[config.mk]
export PLATFORM = sky130hd
export DESIGN_NAME = data_inf_c_trigger_sink_flat
export DESIGN_NICKNAME = d
export VERILOG_FILES = /design/src/rtl/data_inf_c_trigger_sink_if.sv /design/src/rtl/data_inf_c_trigger_sink.sv /design/src/flat_wrapper.sv
export SDC_FILE = /design/constraint.sdc
export NUM_CORES = 1
export LEC_CHECK = 0
export CORE_ASPECT_RATIO = 0.9
export CORE_MARGIN = 4
export CORE_UTILIZATION = 25
export DETAILED_ROUTE_END_ITERATION = 10
export PLACE_DENSITY = 0.42
export SYNTH_ARGS = -nofsm -noshare
export SYNTH_HDL_FRONTEND = slang
export SYNTH_SLANG_ARGS = --single-unit
[constraint.sdc]
create_clock -name clock -period 7.7 [get_ports clock]
set_input_delay 2.31 -clock clock [delete_from_list [all_inputs] [get_ports clock]]
set_output_delay 2.31 -clock clock [all_outputs]
set_load 0.02 [all_outputs]
[src/rtl/data_inf_c_trigger_sink_if.sv]
// Valid/ready stream interface used by the trigger path.
// A word transfers on a rising edge where valid && ready; data is meaningful only while valid is high.
interface data_inf_c #(
  parameter int DSIZE = 32
) (
  input logic clock,
  input logic rst_n
);
  logic             valid;
  logic             ready;
  logic [DSIZE-1:0] data;

  modport master (input clock, rst_n, ready, output valid, data);
  modport slave  (input clock, rst_n, valid, data, output ready);
endinterface

[src/rtl/data_inf_c_trigger_sink.sv]
// Stream-to-event sink: buffers incoming words and replays each one as a single-cycle
// trigger pulse with its data on trig_data, enforcing a minimum low gap between pulses.
module data_inf_c_trigger_sink #(
  parameter int DSIZE = 32,
  parameter int DEPTH = 2,
  parameter int GAP   = 0
) (
  input  logic                       clock,
  input  logic                       rst_n,
  input  logic                       enable,
  input  logic                       flush,
  data_inf_c.slave                   in_inf,
  output logic                       trigger,
  output logic [DSIZE-1:0]           trig_data,
  output logic [$clog2(DEPTH+1)-1:0] pending,
  output logic [1:0]                 state_dbg
);
  localparam int CW = $clog2(DEPTH + 1);
  localparam int PW = (DEPTH > 1) ? $clog2(DEPTH) : 1;
  localparam int GW = (GAP > 0) ? $clog2(GAP + 1) : 1;
  localparam logic [GW-1:0] GAP_LOAD = (GAP > 0) ? GW'(GAP - 1) : '0;
  localparam logic [CW-1:0] DEPTH_C  = CW'(DEPTH);

  if ($bits(in_inf.data) != DSIZE) begin : g_dsize_check
    $error("data_inf_c_trigger_sink: DSIZE does not match in_inf.DSIZE");
  end

  typedef enum logic [1:0] {
    S_IDLE = 2'd0,
    S_FIRE = 2'd1,
    S_HOLD = 2'd2
  } state_e;

  state_e           state_q, state_d;
  logic [GW-1:0]    gap_q, gap_d;
  logic [CW-1:0]    count_q, count_d;
  logic [PW-1:0]    wr_ptr_q, wr_ptr_d;
  logic [PW-1:0]    rd_ptr_q, rd_ptr_d;
  logic             trigger_q, trigger_d;
  logic [DSIZE-1:0] trig_data_q, trig_data_d;
  logic [DSIZE-1:0] mem_q [DEPTH];

  logic ready;
  logic push;
  logic pop;
  logic pop_slot;
  logic unused_inf;

  function automatic logic [PW-1:0] ptr_inc(input logic [PW-1:0] p);
    if (DEPTH == 1) return '0;
    else            return p + PW'(1);
  endfunction

  // Ready looks only at the registered count, never at a same-cycle pop.
  assign ready        = rst_n && enable && !flush && (count_q < DEPTH_C);
  assign in_inf.ready = ready;
  assign push         = in_inf.valid && ready;
  assign unused_inf   = &{1'b0, in_inf.clock, in_inf.rst_n};

  always_comb begin
    pop_slot = 1'b0;
    unique case (state_q)
      S_IDLE:  pop_slot = 1'b1;
      S_FIRE:  pop_slot = (GAP == 0);
      S_HOLD:  pop_slot = (gap_q == '0);
      default: pop_slot = 1'b0;
    endcase
  end

  assign pop = pop_slot && !flush && (count_q != '0);

  always_comb begin
    state_d     = state_q;
    gap_d       = gap_q;
    wr_ptr_d    = wr_ptr_q;
    rd_ptr_d    = rd_ptr_q;
    trigger_d   = pop;
    trig_data_d = trig_data_q;
    count_d     = count_q + CW'(push) - CW'(pop);

    if (push) wr_ptr_d = ptr_inc(wr_ptr_q);
    if (pop) begin
      rd_ptr_d    = ptr_inc(rd_ptr_q);
      trig_data_d = mem_q[rd_ptr_q];
    end

    // The last HOLD cycle doubles as the IDLE-entry cycle so spacing is exactly GAP low cycles.
    unique case (state_q)
      S_IDLE: state_d = pop ? S_FIRE : S_IDLE;
      S_FIRE: begin
        if (pop) begin
          state_d = S_FIRE;
        end else if (GAP > 0) begin
          state_d = S_HOLD;
          gap_d   = GAP_LOAD;
        end else begin
          state_d = S_IDLE;
        end
      end
      S_HOLD: begin
        if (gap_q == '0) state_d = pop ? S_FIRE : S_IDLE;
        else             gap_d   = gap_q - GW'(1);
      end
      default: state_d = S_IDLE;
    endcase

    if (flush) begin
      state_d   = S_IDLE;
      gap_d     = '0;
      count_d   = '0;
      wr_ptr_d  = '0;
      rd_ptr_d  = '0;
      trigger_d = 1'b0;
    end
  end

  always_ff @(posedge clock or negedge rst_n) begin
    if (!rst_n) begin
      state_q     <= S_IDLE;
      gap_q       <= '0;
      count_q     <= '0;
      wr_ptr_q    <= '0;
      rd_ptr_q    <= '0;
      trigger_q   <= 1'b0;
      trig_data_q <= '0;
    end else begin
      state_q     <= state_d;
      gap_q       <= gap_d;
      count_q     <= count_d;
      wr_ptr_q    <= wr_ptr_d;
      rd_ptr_q    <= rd_ptr_d;
      trigger_q   <= trigger_d;
      trig_data_q <= trig_data_d;
    end
  end

  always_ff @(posedge clock) begin
    if (push) mem_q[wr_ptr_q] <= in_inf.data;
  end

  assign trigger   = trigger_q;
  assign trig_data = trig_data_q;
  assign pending   = count_q;
  assign state_dbg = state_q;
endmodule

[src/flat_wrapper.sv]
// flat-port wrapper written by rule: the top's interface ports become plain ports
module data_inf_c_trigger_sink_flat 
#(
  parameter int DSIZE = 32,
  parameter int DEPTH = 2,
  parameter int GAP   = 0
)
  (clock, rst_n, enable, flush, trigger, trig_data, pending, state_dbg, in_inf_valid, in_inf_data, in_inf_ready);
  data_inf_c #(.DSIZE(DSIZE)) in_inf_i (.clock(clock), .rst_n(rst_n));
  input  logic clock;
  input  logic rst_n;
  input  logic enable;
  input  logic flush;
  output logic trigger;
  output logic [DSIZE-1:0] trig_data;
  output logic [$clog2(DEPTH+1)-1:0] pending;
  output logic [1:0] state_dbg;
  input wire logic [$bits(in_inf_i.valid)-1:0] in_inf_valid;
  input wire logic [$bits(in_inf_i.data)-1:0] in_inf_data;
  output wire logic [$bits(in_inf_i.ready)-1:0] in_inf_ready;
  assign in_inf_i.valid = in_inf_valid;
  assign in_inf_i.data = in_inf_data;
  assign in_inf_ready = in_inf_i.ready;
  data_inf_c_trigger_sink #(.DSIZE(DSIZE), .DEPTH(DEPTH), .GAP(GAP)) u_core (.clock(clock), .rst_n(rst_n), .enable(enable), .flush(flush), .in_inf(in_inf_i), .trigger(trigger), .trig_data(trig_data), .pending(pending), .state_dbg(state_dbg));
endmodule
==> flow_metrics.env <==
export IMPL_cp_start_kind="input pin"
export IMPL_worst_path_buf_inv=2
export IMPL_worstReg2RegStart="u_core.pending[1]"
export IMPL_synth_edf_count=64
export IMPL_ys_seq_elements=101
export IMPL_fin_area_mm2=0.00514
export IMPL_final_util=0.332
export IMPL_r2r_cells=6
export IMPL_synth_async_reset_ratio=0.366
export IMPL_cts_sinks=101
export IMPL_clkTransAtPathRegs_ps=60
export IMPL_final_period_utilization=0.797
export IMPL_clockRootBuffer="clkbuf_16"
export IMPL_grt_max_degree=39
export IMPL_hpwlAfterDp_mm=4.56
export IMPL_setup_violations_final=0
export IMPL_gp_congestion=0.633
export IMPL_antenna_found_initial=0
export IMPL_slew_headroom=0.439
export IMPL_first_global_vias=2150
export IMPL_ctsHtreeMaxLevel=3
export IMPL_area_growth_pct=29.6
export IMPL_cts_tree="built"
export IMPL_cts_buffers=9
export IMPL_ctsLongestPathBuffers=2
export IMPL_holdPathStages=1
export IMPL_synth_compound_area_share=0.00694
export IMPL_power_leakage_nw=1.88
export IMPL_critPathSlowestCell="clkdlybuf4s50_1"
export IMPL_first_pass_iters=4
export IMPL_crit_path_start="flush"
export IMPL_synthTopCellsByCount="64 x edfxtp_1, 37 x dfrtp_1, 35 x mux2_2"
export IMPL_r2r_end="u_core.pending[1]"
export IMPL_cts_resized=0
export IMPL_grt_pass1_wl_mm=11.9
export IMPL_drtAntennaViolNets=0
export IMPL_ys_seq_area_frac=0.718
export IMPL_fp_row_count=43
export IMPL_clock_latency_ps=340
export IMPL_ios=75
export IMPL_synth_xor_area_share=0.00568
export IMPL_synth_warnings=0
export IMPL_yosysTopAreaCellShare=0.485
export IMPL_fillCellCount=1503
export IMPL_cp_max_fo=7
export IMPL_vias=1881
export IMPL_netlist_top_cell_by_area="edfxtp_1"
export IMPL_synth_top_family_by_area="multiplexers"
export IMPL_fmax_ghz=0.163
export IMPL_tightest_slew_ps=842
export IMPL_core_area_mm2=0.0155
export IMPL_crit_chain="clkdlybuf4s50_1 -> and4bb_2 -> clkdlybuf4s50_1"
export IMPL_post_dp_cell_area_mm2=0.00484
export IMPL_crit_top_cell="clkdlybuf4s50_1"
export IMPL_hold_viol=0
export IMPL_layout_drive_gt1_share=0.307
export IMPL_drt_total_wl_mm=7.50
export IMPL_die_w_um=141
export IMPL_period_needed_ps=6140
export IMPL_synthTopCellsByArea="edfxtp_1 48%, dfrtp_1 23%, mux2_4 11%"
export IMPL_vias_per_cell=3.93
export IMPL_hold_end="u_core.trig_data[1]"
export IMPL_synth_simple_area_share=0.0170
export IMPL_drc_errors=0
export IMPL_hold_buffers=0
export IMPL_io_buffers=73
export IMPL_synthMuxAreaShare=0.209
export IMPL_status="finished, final reports clean"
export IMPL_power_mw=1.86
export IMPL_worstHoldStart="u_core.trig_data[1]"
export IMPL_synth_fa_ha_area_frac=0.00631
export IMPL_ys_flop_type="edfxtp_1"
export IMPL_drt_iter0_markers=58
export IMPL_ys_types=21
export IMPL_worst_ep_required_time_ps=5390
export IMPL_synth_most_common_cell="edfxtp_1"
export IMPL_wl_per_cell_um=15.7
export IMPL_drv_slew=0
export IMPL_post_cts_buffers=0
export IMPL_min_path_type="reg2reg"
export IMPL_grt_ovfl_total=0
export IMPL_grt_usage=0.0898
export IMPL_syn_area_per_cell_um2=20.3
export IMPL_cp_arrival_ps=3830
export IMPL_finClkSkew_ps=5.78
export IMPL_fin_tns_setup_ps=0
export IMPL_netlist_instances=195
export IMPL_cp_end_kind="output pin"
export IMPL_r2r_setup_slack_ps=5600
export IMPL_rsz0062_at_grt="no"
export IMPL_maxCapViolations=0
export IMPL_start_util=0.256
export IMPL_nNetsFinal=311
export IMPL_syn_nets=234
export IMPL_power_density_mw_per_mm2=361
export IMPL_diodes=0
export IMPL_ir_drop_uv=136
export IMPL_die_area_mm2=0.0179
export IMPL_cpPeakStageDelay_ps=610
export IMPL_criticalPathCategory="in2out"
export IMPL_die_h_um=127
export IMPL_critical_path_top_delay_family="buffers and inverters"
export IMPL_syn_area_mm2=0.00397
[final cells by class]
| type | count | area [µm²] | share of cell area |
|---|---|---|---|
| Sequential cell | 101 | 2850 | 0.554 |
| Multi-Input combinational cell | 81 | 982 | 0.191 |
| Timing Repair Buffer | 76 | 748 | 0.146 |
| Clock buffer | 15 | 268 | 0.0521 |
| Tap cell | 202 | 253 | 0.0492 |
| Clock inverter | 1 | 30.0 | 0.00584 |
| Inverter | 3 | 11.3 | 0.00219 |
[power breakdown]
part / switching [mW] / total [mW] / internal [mW]
combinational: 0.246 / 0.632 / 0.386
sequential: 0.0922 / 0.772 / 0.680
clock: 0.182 / 0.453 / 0.270
[sequential cells by signal, indices dropped and copies added (netlist names)]
| name | flops |
|---|---|
| u_core.mem_q | 64 |
| u_core.trig_data | 32 |
| u_core.pending | 2 |
| u_core.rd_ptr_q | 1 |
| u_core.trigger | 1 |
| u_core.wr_ptr_q | 1 |
[logic make-up (layout without fill, tap and decap cells)]
logic type	after synthesis	after routing
muxes	64	64
AOI/OAI and AO/OA	3	3
adders and majority gates	2	2
other	1	1
DFF	101	101
and+or+nand+nor	10	10
xor gates and xnor gates	1	1
buffers and inverters	13	95
[through the flow]
| step | setup slack (ps) | hold WS [ps] | cells |
|---|---|---|---|
| after floorplan | 2600 | 577 | 195 |
| after global placement | 1600 | 494 | 463 |
| after detailed placement | 1580 | 497 | 463 |
| after CTS | 1570 | 517 | 479 |
| after global routing | 1520 | 525 | 479 |
| final | 1560 | 511 | 479 |
[cell usage in the layout (no fill, tap or decap)]
cell type,synthesis,final
clkdlybuf4s50_1,0,72
edfxtp_1,64,64
dfrtp_1,37,36
mux2_2,35,35
mux2_4,29,29
clkbuf_16,0,9
clkbuf_1,0,4
inv_1,3,3
buf_4,2,3
and2b_1,2,2
nor3_1,3,2
ha_1,2,2
clkbuf_8,0,2
o21ba_2,0,1
and4bb_2,1,1
and2_1,1,1
xnor3_1,1,1
nor2_1,1,1
and3_2,0,1
nand4b_1,1,1
nor3_2,0,1
a32o_1,1,1
o21a_1,1,1
conb_1,1,1
bufinv_16,0,1
buf_2,0,1
dfrtp_2,0,1
[routing by layer]
metal	track usage	wire length (µm)	vias to the layer above
met4	0.0359	129	0
met5	0	0	-
met1	0.113	3480	938
met2	0.137	3430	55
met3	0.0389	464	10
li1	-	-	878
[worst max path at each step]
stage / to / slack [ps] / cells after the start
after floorplan: u_core.mem_q[0][0] / 2600 / 2
after global placement: in_inf_ready / 1600 / 3
after detailed placement: in_inf_ready / 1580 / 3
after CTS: in_inf_ready / 1570 / 3
after global routing: in_inf_ready / 1520 / 3
final: in_inf_ready / 1560 / 3
Power figures use the tool's default switching activity.
